**config.mk**
```make
export PLATFORM = sky130hd
export DESIGN_NAME = serial_add_arbiter
export DESIGN_NICKNAME = d
export VERILOG_FILES = /design/src/rtl/serial_add_pkg.sv /design/src/rtl/serial_add_core.sv /design/src/rtl/serial_add_arbiter.sv
export SDC_FILE = /design/constraint.sdc
export NUM_CORES = 1
export LEC_CHECK = 0
export BUFFER_PORTS_ARGS = -buffer_cell sky130_fd_sc_hd__buf_2
export CAP_MARGIN = 10
export CORE_MARGIN = 2
export CORE_UTILIZATION = 25
export CTS_CLUSTER_DIAMETER = 100
export DETAILED_ROUTE_END_ITERATION = 6
export HOLD_SLACK_MARGIN = 0.03
export SLEW_MARGIN = 25
export SYNTH_ARGS = -nofsm -noshare
export SYNTH_HDL_FRONTEND = slang
export SYNTH_SLANG_ARGS = --single-unit
```
**constraint.sdc**
```tcl
create_clock -name clk -period 2.1 [get_ports clk]
set_clock_uncertainty 0.05 [all_clocks]
set_input_delay 0.105 -clock clk [delete_from_list [all_inputs] [get_ports clk]]
set_output_delay 0.105 -clock clk [all_outputs]
set_load 0.05 [all_outputs]
```
**src/rtl/serial_add_pkg.sv**
```systemverilog
// Shared types and constants for the bit-serial adder arbiter.
// Optional feature macro used by the block: SERIAL_ADD_RR_EN (round-robin grant).
package serial_add_pkg;

    // Controller states
    typedef enum logic [1:0] {
        IDLE  = 2'd0,
        LOAD  = 2'd1,
        SHIFT = 2'd2,
        DONE  = 2'd3
    } state_t;

    // Default operand/sum width
    localparam int WIDTH_DEFAULT = 16;

    // Largest legal operand width
    localparam int WIDTH_MAX = 32;

    // Bit counter width, sized for the largest legal operand width
    localparam int CNT_W = $clog2(WIDTH_MAX);

endpackage

```
**src/rtl/serial_add_core.sv**
```systemverilog
// Bit-serial adder datapath: two operand shift registers, a one-bit full
// adder, a carry flop and a sum shift register. The controller drives the
// load and shift enables; load also clears the carry flop.
module serial_add_core
    import serial_add_pkg::*;
#(
    parameter int WIDTH = WIDTH_DEFAULT
) (
    input  logic             clk,
    input  logic             rst_n,
    input  logic             i_load,
    input  logic             i_shift,
    input  logic [WIDTH-1:0] i_a,
    input  logic [WIDTH-1:0] i_b,
    output logic [WIDTH-1:0] o_sum,
    output logic             o_carry
);

    logic [WIDTH-1:0] r_a;
    logic [WIDTH-1:0] r_b;
    logic [WIDTH-1:0] r_sum;
    logic             r_carry;
    logic             w_sum_bit;
    logic             w_carry_nxt;

    // One-bit full adder on the current LSBs and the fed-back carry
    always_comb begin
        w_sum_bit   = 1'b0;
        w_carry_nxt = 1'b0;
        w_sum_bit   = r_a[0] ^ r_b[0] ^ r_carry;
        w_carry_nxt = (r_a[0] & r_b[0]) | (r_a[0] & r_carry) | (r_b[0] & r_carry);
    end

    // Parallel load, then shift LSB-first; sum bits enter at the MSB end
    always_ff @(posedge clk or negedge rst_n) begin
        if (!rst_n) begin
            r_a     <= {WIDTH{1'b0}};
            r_b     <= {WIDTH{1'b0}};
            r_sum   <= {WIDTH{1'b0}};
            r_carry <= 1'b0;
        end else if (i_load) begin
            r_a     <= i_a;
            r_b     <= i_b;
            r_sum   <= {WIDTH{1'b0}};
            r_carry <= 1'b0;
        end else if (i_shift) begin
            r_a     <= {1'b0, r_a[WIDTH-1:1]};
            r_b     <= {1'b0, r_b[WIDTH-1:1]};
            r_sum   <= {w_sum_bit, r_sum[WIDTH-1:1]};
            r_carry <= w_carry_nxt;
        end else begin
            r_a     <= r_a;
            r_b     <= r_b;
            r_sum   <= r_sum;
            r_carry <= r_carry;
        end
    end

    assign o_sum   = r_sum;
    assign o_carry = r_carry;

endmodule

```
**src/rtl/serial_add_arbiter.sv**
```systemverilog
// Two-requester arbiter in front of a bit-serial adder.
// One request is accepted in IDLE, loaded, added over WIDTH cycles, and the
// result is held in DONE until the consumer takes it.
// Optional feature macro: SERIAL_ADD_RR_EN -- round-robin grant on contention;
// when undefined, req0 has fixed priority and no pointer register exists.
module serial_add_arbiter
    import serial_add_pkg::*;
#(
    parameter int WIDTH = WIDTH_DEFAULT
) (
    input  logic             clk,
    input  logic             reset,
    input  logic             req0_valid,
    output logic             req0_ready,
    input  logic [WIDTH-1:0] req0_a,
    input  logic [WIDTH-1:0] req0_b,
    input  logic             req1_valid,
    output logic             req1_ready,
    input  logic [WIDTH-1:0] req1_a,
    input  logic [WIDTH-1:0] req1_b,
    output logic             rsp_valid,
    input  logic             rsp_ready,
    output logic             rsp_id,
    output logic [WIDTH-1:0] rsp_sum,
    output logic             rsp_carry,
    output logic             busy
);

    state_t             r_state;
    state_t             w_state_nxt;
    logic [CNT_W-1:0]   r_cnt;
    logic [WIDTH-1:0]   r_op_a;
    logic [WIDTH-1:0]   r_op_b;
    logic               r_id;
    logic               r_rsp_valid;
    logic               r_busy;
    logic               r_armed;
    logic               w_sel1;
    logic               w_grant;
    logic               w_load;
    logic               w_shift;
    logic               w_last_bit;

`ifdef SERIAL_ADD_RR_EN
    logic               r_last1;

    // Requester choice: on contention the one not granted last wins
    always_comb begin
        w_sel1 = 1'b0;
        if (req1_valid && (!req0_valid || !r_last1)) begin
            w_sel1 = 1'b1;
        end else begin
            w_sel1 = 1'b0;
        end
    end

    // Round-robin pointer; reset value lets req0 win the first contention
    always_ff @(posedge clk or negedge reset) begin
        if (!reset) begin
            r_last1 <= 1'b1;
        end else if (w_grant) begin
            r_last1 <= w_sel1;
        end else begin
            r_last1 <= r_last1;
        end
    end
`else
    // Requester choice: req0 has fixed priority over req1
    always_comb begin
        w_sel1 = 1'b0;
        if (req1_valid && !req0_valid) begin
            w_sel1 = 1'b1;
        end else begin
            w_sel1 = 1'b0;
        end
    end
`endif

    assign w_last_bit = (r_cnt == CNT_W'(WIDTH - 1));

    // Next-state and control decode
    always_comb begin
        w_state_nxt = r_state;
        w_grant     = 1'b0;
        w_load      = 1'b0;
        w_shift     = 1'b0;
        case (r_state)
            IDLE: begin
                if (r_armed && (req0_valid || req1_valid)) begin
                    w_grant     = 1'b1;
                    w_state_nxt = LOAD;
                end else begin
                    w_state_nxt = IDLE;
                end
            end
            LOAD: begin
                w_load      = 1'b1;
                w_state_nxt = SHIFT;
            end
            SHIFT: begin
                w_shift = 1'b1;
                if (w_last_bit) begin
                    w_state_nxt = DONE;
                end else begin
                    w_state_nxt = SHIFT;
                end
            end
            DONE: begin
                if (rsp_ready) begin
                    w_state_nxt = IDLE;
                end else begin
                    w_state_nxt = DONE;
                end
            end
            default: begin
                w_state_nxt = IDLE;
            end
        endcase
    end

    // State register plus registered valid/busy derived from the next state
    always_ff @(posedge clk or negedge reset) begin
        if (!reset) begin
            r_state     <= IDLE;
            r_rsp_valid <= 1'b0;
            r_busy      <= 1'b0;
            r_armed     <= 1'b0;
        end else begin
            r_state     <= w_state_nxt;
            r_rsp_valid <= (w_state_nxt == DONE);
            r_busy      <= (w_state_nxt != IDLE);
            r_armed     <= 1'b1;
        end
    end

    // Bit counter: cleared on load, advanced once per shift cycle
    always_ff @(posedge clk or negedge reset) begin
        if (!reset) begin
            r_cnt <= {CNT_W{1'b0}};
        end else if (w_load) begin
            r_cnt <= {CNT_W{1'b0}};
        end else if (w_shift) begin
            r_cnt <= r_cnt + CNT_W'(1);
        end else begin
            r_cnt <= r_cnt;
        end
    end

    // Capture the granted requester's operands and id at accept time
    always_ff @(posedge clk or negedge reset) begin
        if (!reset) begin
            r_op_a <= {WIDTH{1'b0}};
            r_op_b <= {WIDTH{1'b0}};
            r_id   <= 1'b0;
        end else if (w_grant) begin
            r_op_a <= w_sel1 ? req1_a : req0_a;
            r_op_b <= w_sel1 ? req1_b : req0_b;
            r_id   <= w_sel1;
        end else begin
            r_op_a <= r_op_a;
            r_op_b <= r_op_b;
            r_id   <= r_id;
        end
    end

    serial_add_core #(
        .WIDTH (WIDTH)
    ) u_core (
        .clk     (clk),
        .rst_n   (reset),
        .i_load  (w_load),
        .i_shift (w_shift),
        .i_a     (r_op_a),
        .i_b     (r_op_b),
        .o_sum   (rsp_sum),
        .o_carry (rsp_carry)
    );

    // Ready is a same-cycle accept, so it is decoded from the grant
    assign req0_ready = w_grant & ~w_sel1;
    assign req1_ready = w_grant & w_sel1;
    assign rsp_valid  = r_rsp_valid;
    assign rsp_id     = r_id;
    assign busy       = r_busy;

endmodule

```
# ---- Word level (Yosys, flattened, before mapping)
# Index checks and enable logic that the tools add are counted.
dict set report classes {
  add_sub_neg 1
  eq_ne 5
  mux 21
  bitwise_logic 10
  reduce_logical 7
}
# cell n
set ops {}
lappend ops {{16-bit 2-to-1 mux} 8}
lappend ops {{5-bit 2-to-1 mux} 2}
lappend ops {{1-bit 2-to-1 mux} 9}
lappend ops {{2-bit case mux with 4 select lines} 1}
lappend ops {{2-bit == test (second input constant)} 3}
lappend ops {{5-bit by 1-bit adder with 5-bit output (second input constant)} 1}
lappend ops {{1-bit bitwise AND} 5}
lappend ops {{5-bit by 4-bit == test with 1-bit output (second input constant)} 1}
lappend ops {{2-bit nonzero test} 2}
lappend ops {{2-bit by 1-bit == test with 1-bit output (second input constant)} 1}
lappend ops {{1-bit logical AND} 2}
lappend ops {{2-bit zero test} 1}
lappend ops {{2-bit 2-to-1 mux} 1}
lappend ops {{1-bit bitwise OR} 2}
lappend ops {{1-bit bitwise XOR} 2}
lappend ops {{1-bit zero test} 1}
lappend ops {{1-bit logical OR} 1}
lappend ops {{1-bit NOT} 1}
dict set report word_totals {
  reg_bits 92
  in_bits 69
  out_inout_bits 22
  wordCells 56
}

# ---- Logic depth before layout (Yosys ltp)
# Gate-level depths: netlist of run 1.
dict set report logic_depth {
  depth_word 5
  ltp_mapped 7
  mapped_depth_nobuf 6
}

# ---- Hierarchy
# From an unflattened synthesis of run 1, not the netlist that was laid out.
dict set report unflattened {
  hier_cells 390
  hier_area_um2 4300.4
}
# module instances cells_each area_each_um2 seq_area_each_um2
set by_module_without_submodules {}
lappend by_module_without_submodules {serial_add_core 1 195 2195.9 1226.2}
lappend by_module_without_submodules {serial_add_arbiter 1 195 2104.5 1076.0}

# ---- Worst setup path after synthesis of run 1
# Ideal clock, no wire load.
dict set report synth_timing {
  path_type {flip-flop to flip-flop}
  start {register r_state[1]}
  end {register r_id (netlist: rsp_id)}
  setup_ps 68
  arrival_ps 1772
  required_ps 1982
  slack_ps 209
  path_stages_with_launch 7
  path_buffers 1
  period_less_slack_ps 1891
  path_cell_list {dfrtp_1 > inv_1 > ha_1 > o211ai_2 > buf_4 > nor2b_1 > a21o_1}
}
dict set report synth_via {
  elab_chain_len 2
}
# item line_no
set synth_lines {}
lappend synth_lines {{from (decl)} serial_add_arbiter.sv:29} ;# state_t r_state;
lappend synth_lines {{from (signal assigned)} serial_add_arbiter.sv:129} ;# r_state <= w_state_nxt;
lappend synth_lines {{2-bit zero test} serial_add_arbiter.sv:87} ;# case (r_state)
lappend synth_lines {{1-bit 2-to-1 mux} serial_add_arbiter.sv:87}
lappend synth_lines {{to (signal assigned)} serial_add_arbiter.sv:158} ;# r_id <= w_sel1;
lappend synth_lines {{to (signal assigned)} serial_add_arbiter.sv:162} ;# r_id <= r_id;
lappend synth_lines {{to (decl)} serial_add_arbiter.sv:34} ;# logic r_id;
# No other way between the ends.
# A chain may end at the register's enable or synchronous reset.

# ---- Worst setup path in the final report of run 1
dict set report layout_timing {
  start {register r_state[1]}
  end {output port req1_ready}
}
dict set report layout_via {
  elab_chain_len 3
}
# item line_no
set layout_lines {}
lappend layout_lines {{2-bit zero test} serial_add_arbiter.sv:87}
lappend layout_lines {{1-bit 2-to-1 mux} serial_add_arbiter.sv:87}
lappend layout_lines {{1-bit bitwise AND} serial_add_arbiter.sv:181} ;# assign req1_ready = w_grant & w_sel1;
lappend layout_lines {{to (decl)} serial_add_arbiter.sv:18} ;# output logic req1_ready,
# No other way between the ends.

==> results of run 1 <==
## registers in the layout (all words and copies together) (netlist names), 2 cells and up
| signal | flops |
|---|---|
| r_state | 2 |
| u_core.r_a | 16 |
| r_cnt | 5 |
| u_core.o_sum | 16 |
| r_op_a | 16 |
| u_core.r_b | 16 |
| r_op_b | 16 |
## worst register-to-register path: stages, from the launching register on
cell     delay, ns
dfrtp_1       0.42
inv_1         0.13
ha_4          0.50
buf_4         0.34
nor2_1        0.07
a21oi_1       0.13
## worst paths after layout
check	depth (start not counted)	slack [ns]	end	start
worst max-delay path	5	0.13	req1_ready	r_state[1]
worst min-delay path	3	0.04	r_op_a[2]	req1_a[2]
worst max register to register	5	0.40	u_core.r_a[6]	r_state[1]
worst min register to register	2	0.44	r_op_a[9]	r_op_a[9]
max in group asynchronous	3	1.04	u_core.r_a[13]	reset
min in group asynchronous	2	0.27	busy	reset
## metrics by stage
stage | power (mW) | hold slack, ns
CTS | 8.68 | 0.0306
global route | 9.28 | 0.0305
detailed placement | 6.84 | 0.133
floorplan | 5.88 | -0.241
finish | 8.54 | 0.0381
global placement | 6.66 | 0.119
## area by class of cell
type,count,area share [%]
Clock buffer,10,4.02
Clock inverter,6,1.18
Inverter,26,1.64
Multi-Input combinational cell,262,29.0
Sequential cell,92,38.8
Tap cell,225,4.74
Timing Repair Buffer,167,20.7
## logic make-up after synthesis
family	after synthesis
buf+inv	55
other cells	1
compound gates	91
simple gates	97
flops	92
mux	65
fa+ha+maj	8
## report_power, final
| part | internal [mW] | leakage [nW] | switching, mW |
|---|---|---|---|
| logic | 1.44 | 1.41 | 2.29 |
| clock network | 0.966 | 0.153 | 0.718 |
| registers | 2.61 | 1.12 | 0.505 |
| total | 5.02 | 2.69 | 3.52 |
## synthesized netlist by cell type
| cell type | instances |
|---|---|
| nand2_1 | 34 |
| and2_1 | 1 |
| o21ai_0 | 3 |
| mux2_2 | 1 |
| nor2b_1 | 3 |
| o21ai_1 | 52 |
| mux2i_1 | 63 |
| buf_6 | 2 |
| clkbuf_1 | 9 |
| ha_1 | 7 |
| buf_12 | 4 |
| o211ai_2 | 1 |
| fa_1 | 1 |
| a21oi_1 | 30 |
| nand3_1 | 3 |
| a211oi_1 | 1 |
| buf_4 | 2 |
| conb_1 | 1 |
| nand3b_1 | 18 |
| mux2_1 | 1 |
| nor2b_4 | 1 |
| o22ai_1 | 3 |
| dfrtp_1 | 92 |
| and3_1 | 1 |
| nor2_1 | 34 |
| a21o_1 | 1 |
| buf_2 | 12 |
| nor3_1 | 1 |
| nand2b_1 | 1 |
| inv_1 | 26 |
## per-layer routing
layer  vias to the layer above  wire (um)  GRT usage, %
li1                       1677          -             -
met1                      1530       4440          13.9
met2                        70       4640          18.6
met3                        13        350          2.28
met4                         0        214          5.03
met5                         -          0             0
## layout by cell type (no fill, tap or decap), types with 5 or more instances in the layout
master / count
o21ai_1: 52
ha_1: 5
dlygate4sd3_1: 64
nor2_1: 34
mux2i_1: 63
a21oi_1: 30
nand3b_1: 18
inv_1: 26
dfrtp_1: 92
clkbuf_16: 9
nand2_1: 34
buf_4: 11
buf_2: 89
## repair_timing
action,CTS,global route
endpoints found under the hold margin,77,0
hold buffers,64,0
endpoints found under the setup margin,0,0
==> flow_summary.json, run 1 <==
{
  "hold_viol": 0,
  "holdCritPathClass": "input pin to flip-flop",
  "cts_made_buffers": 9,
  "yosys.area_share.simple_pct": 10.7,
  "yosysSeqAreaShare_pct": 53.4,
  "synthMuxAreaShare_pct": 15.2,
  "ios": 91,
  "hpwl_um": 6450,
  "grt-ovfl-total": 0,
  "synth_cells": 409,
  "grtUsageTotal_pct": 11.1,
  "synth_xor_area_share_pct": 0,
  "synth_top_family_by_area": "multiplexers",
  "grt_pass1_vias": 3350,
  "end_kind": "primary output",
  "critical_path_buf_inv_count": 2,
  "cp.required_ns": 1.95,
  "coreArea_sq_um": 17100,
  "fin_crit_sh_pct": 93.7,
  "synth_compound_area_share_pct": 10.9,
  "root_buffer": "clkbuf_16",
  "setup_ws_ns": 0.133,
  "seqCellArea_sq_um": 2300,
  "rsz0062_at_grt": "no",
  "synth.net_count": 486,
  "finalSetupTns_ns": 0,
  "dr.pass1.iters": 4,
  "crit_path_max_fanout": 17,
  "fp.dieH_um": 135,
  "area_growth_pct": 37.9,
  "drive_gt1_share_pct": 22.0,
  "drtIter0Drc": 97,
  "max-vdd-ir-drop_mv": 0.520,
  "crit_chain": "inv_1, ha_4, o211ai_4, nor2b_1, buf_2",
  "status": "complete, no violations",
  "worstMarginPinSlew_ns": 0.658,
  "final_cell_area_sq_um": 5940,
  "clock_sinks": 92,
  "ys_seq_elements": 92,
  "ys.warnings.count": 0,
  "dr_total_vias": 3290,
  "antenna_left": 0,
  "wl_um": 9650,
  "post_cts_buffers": 0,
  "worstSetupPathType": "flip-flop to primary output",
  "placed_cells": 708,
  "cp_top_family": "buffers and inverters",
  "crit_slowest_cell": "dfrtp_1",
  "multiInputGateArea_sq_um": 1720,
  "place_ws_ns": 0.396,
  "fin_util_pct": 34.8,
  "fmax_mhz": 508,
  "finalMaxSlewViolations": 0,
  "p_per_area_nw_per_um2": 1440,
  "synth_fa_ha_area_share_pct": 2.50,
  "grt_pass1_wl_um": 16100,
  "setup_viol": 0,
  "die_w_um": 135,
  "critical_path_arrival_ns": 1.81,
  "drc": 0,
  "nets": 635,
  "clock_latency_ns": 0.35,
  "io_buffers": 90,
  "rows": 48,
  "postSynthAreaPerCell_sq_um": 10.5,
  "finalCriticalPeriod_ns": 1.97,
  "synth.area.top_cells": "dfrtp_1 53%, mux2i_1 15%, o21ai_1 6.0%",
  "drt-vias-per-instance": 4.18,
  "synth_cell_type_count": 30,
  "grt_max_degree": 48,
  "antenna_cells": 0,
  "cts_max_level": 3,
  "max_stage_delay_ns": 0.43,
  "start_util_pct": 25.3,
  "place.gp.congestion": 0.700,
  "num-fill-cells": 1736,
  "cap_violations": 0,
  "wl_per_cell_um": 12.2,
  "syn_area_sq_um": 4310,
  "placed_area_sq_um": 4990,
  "cts_buffer_depth": 2,
  "grt_antenna_before_repair": 0,
  "synth_area_leader_cell": "dfrtp_1",
  "synth_top_cell_area_share_pct": 53.4,
  "fin_cells": 788,
  "die_area_sq_um": 18300,
  "p_leak_nw": 2.69,
  "cts_resized": 0,
  "slew_headroom_pct": 56.1,
  "clkTransAtPathRegs_ns": 0.07,
  "start_kind": "flip-flop",
  "cts_tree": "done"
}
Power figures use the tool's default switching activity.
==> run 2, diff against run 1 <==
--- a/config.mk
+++ b/config.mk
@@ -10,8 +10,10 @@
 export CORE_MARGIN = 2
 export CORE_UTILIZATION = 25
 export CTS_CLUSTER_DIAMETER = 100
+export CTS_CLUSTER_SIZE = 28
 export DETAILED_ROUTE_END_ITERATION = 6
 export HOLD_SLACK_MARGIN = 0.03
+export RECOVER_POWER = 50
 export SLEW_MARGIN = 25
 export SYNTH_ARGS = -nofsm -noshare
 export SYNTH_HDL_FRONTEND = slang
==> constraint.sdc (replaced) <==
create_clock -name clk -period 1.7 [get_ports clk]
set_clock_uncertainty 0.05 [all_clocks]
set_input_delay 0.085 -clock clk [delete_from_list [all_inputs] [get_ports clk]]
set_output_delay 0.085 -clock clk [all_outputs]
set_load 0.05 [all_outputs]
==> run 2 against run 1 <==
Final area is 1.1% higher. Highest routed layer unchanged. Non-clock buffer count rose by 6. Sequential power is 23% higher. Setup slack got worse by 0.062 ns. Sequential cell count did not move. Total power rose by 24%. Sequential share of layout area shrank 0.41 points. Die area unchanged. Routed wire length down 0.34%. Utilization is 0.39 points higher. Critical endpoint unchanged. Hold slack about the same. Largest cell class unchanged.
==> flow_summary.json, run 2 (synthesized netlist as in run 1, its figures left out) <==
{
  "dr.pass1.iters": 4,
  "fin_crit_sh_pct": 95.8,
  "p_leak_nw": 2.67,
  "cp.required_ns": 1.56,
  "clkTransAtPathRegs_ns": 0.06,
  "clock_sinks": 92,
  "rows": 48,
  "critical_path_arrival_ns": 1.49,
  "io_buffers": 90,
  "worstMarginPinSlew_ns": 0.897,
  "wl_um": 9610,
  "rsz0062_at_grt": "yes",
  "drive_gt1_share_pct": 22.3,
  "switchingPower_mw": 4.32,
  "p_per_area_nw_per_um2": 1770,
  "finalMaxSlewViolations": 0,
  "power_frac_comb_pct": 44.8,
  "drc": 0,
  "grt_pass1_vias": 3457,
  "place.gp.congestion": 0.794,
  "die_w_um": 135,
  "area_growth_pct": 39.4,
  "start_util_pct": 25.3,
  "hpwl_um": 6180,
  "die_area_sq_um": 18300,
  "fp.dieH_um": 135,
  "hold_viol": 0,
  "start_kind": "flip-flop",
  "antenna_cells": 0,
  "slew_headroom_pct": 40.2,
  "worstSetupPathType": "flip-flop to primary output",
  "drt-vias-per-instance": 4.23,
  "cts_tree": "done",
  "holdCritPathClass": "input pin to flip-flop",
  "end_kind": "primary output",
  "cts_buffer_depth": 2,
  "finalCriticalPeriod_ns": 1.63,
  "grt-ovfl-total": 0,
  "nets": 641,
  "grtUsageTotal_pct": 11.3,
  "drtIter0Drc": 116,
  "fin_util_pct": 35.2,
  "setup_viol": 0,
  "internal_power_mw": 6.28,
  "dr_total_vias": 3362,
  "ios": 91,
  "cap_violations": 0,
  "finalPower_mw": 10.6,
  "max-vdd-ir-drop_mv": 0.936,
  "crit_path_max_fanout": 5,
  "cts_max_level": 3,
  "clock_latency_ns": 0.34,
  "grt_pass1_wl_um": 16100,
  "antenna_left": 0,
  "grt_antenna_before_repair": 0,
  "fmax_mhz": 614,
  "mostFrequentLayoutCells": "91 x dfrtp_1, 77 x buf_2, 63 x mux2i_1, 63 x dlygate4sd3_1, 52 x o21ai_1",
  "cts_made_buffers": 9,
  "p_clk_share_pct": 19.0,
  "coreArea_sq_um": 17100,
  "status": "complete, no violations",
  "wl_per_cell_um": 12.1,
  "layout_commonest_cell": "dfrtp_1",
  "pwr-share-seq_pct": 36.2,
  "grt_max_degree": 67,
  "root_buffer": "clkbuf_16",
  "switching_share_pct": 40.8
}
run 2: power groups by stage:
stage	clock, mW	combinational (mW)	sequential (mW)
2_1_floorplan	0	2.90	4.36
3_3_place_gp	0	4.43	3.85
3_5_place_dp	0	4.59	3.89
4_1_cts	2.11	4.79	3.85
5_1_grt	2.18	5.38	3.99
6_report	2.01	4.75	3.84
run 2: final timing paths:
path                            startpoint    endpoint  slack [ns]  cells past startpoint
worst max-delay path            r_state[1]  req1_ready        0.07                      5
worst min-delay path            req0_b[15]  r_op_b[15]        0.04                      3
worst max register to register    r_cnt[0]        busy        0.13                      5
worst min register to register   r_op_a[6]   r_op_a[6]        0.44                      2
max in group asynchronous            reset  r_state[1]        0.37                      3
min in group asynchronous            reset    r_cnt[1]        0.35                      2
run 2: worst max-delay path: stages (launching register included):
cell and delay [ns]:
dfrtp_2 0.44, inv_4 0.08, ha_4 0.14, o211ai_4 0.14, nor2b_2 0.18, buf_6 0.17
run 2: stage by stage:
stage	std cells	worst slack (ns)	instance area, sq um	setup TNS [ns]	hold slack (ns)
2_1_floorplan	409	0.0496	4310	0	-0.261
3_3_place_gp	708	0.0480	5020	0	0.0296
3_5_place_dp	708	0.0583	5020	0	0.0306
4_1_cts	791	0.00191	5990	0	0.0326
5_1_grt	794	-0.00734	6010	-0.00734	0.0426
6_report	794	0.0707	6010	0	0.0380
run 2: metal layers:
metal  wire length [um]  global-route usage (%)  vias up
met4                263                    5.67        0
met2               4780                    19.6       74
met5                  0                       0        -
met3                355                    2.43       17
met1               4220                    13.1     1576
li1                   -                       -     1695
run 2: area by class of cell:
cell class	count	area [sq um]
inverters	26	100
fillers	1705	11000
clock inverters	6	63.8
clock buffers	10	239
repair buffers	173	1290
flip-flops and latches	92	2300
well taps	225	282
multi-input cells	262	1730
run 2: repair_timing:
action / in CTS / in global routing
resized for setup: 5 / 3
buffers inserted: 4 / 3
hold endpoints to repair: 62 / 0
endpoints found under the setup margin: 2 / 3
hold buffers: 63 / 0
pin swaps: 1 / 1
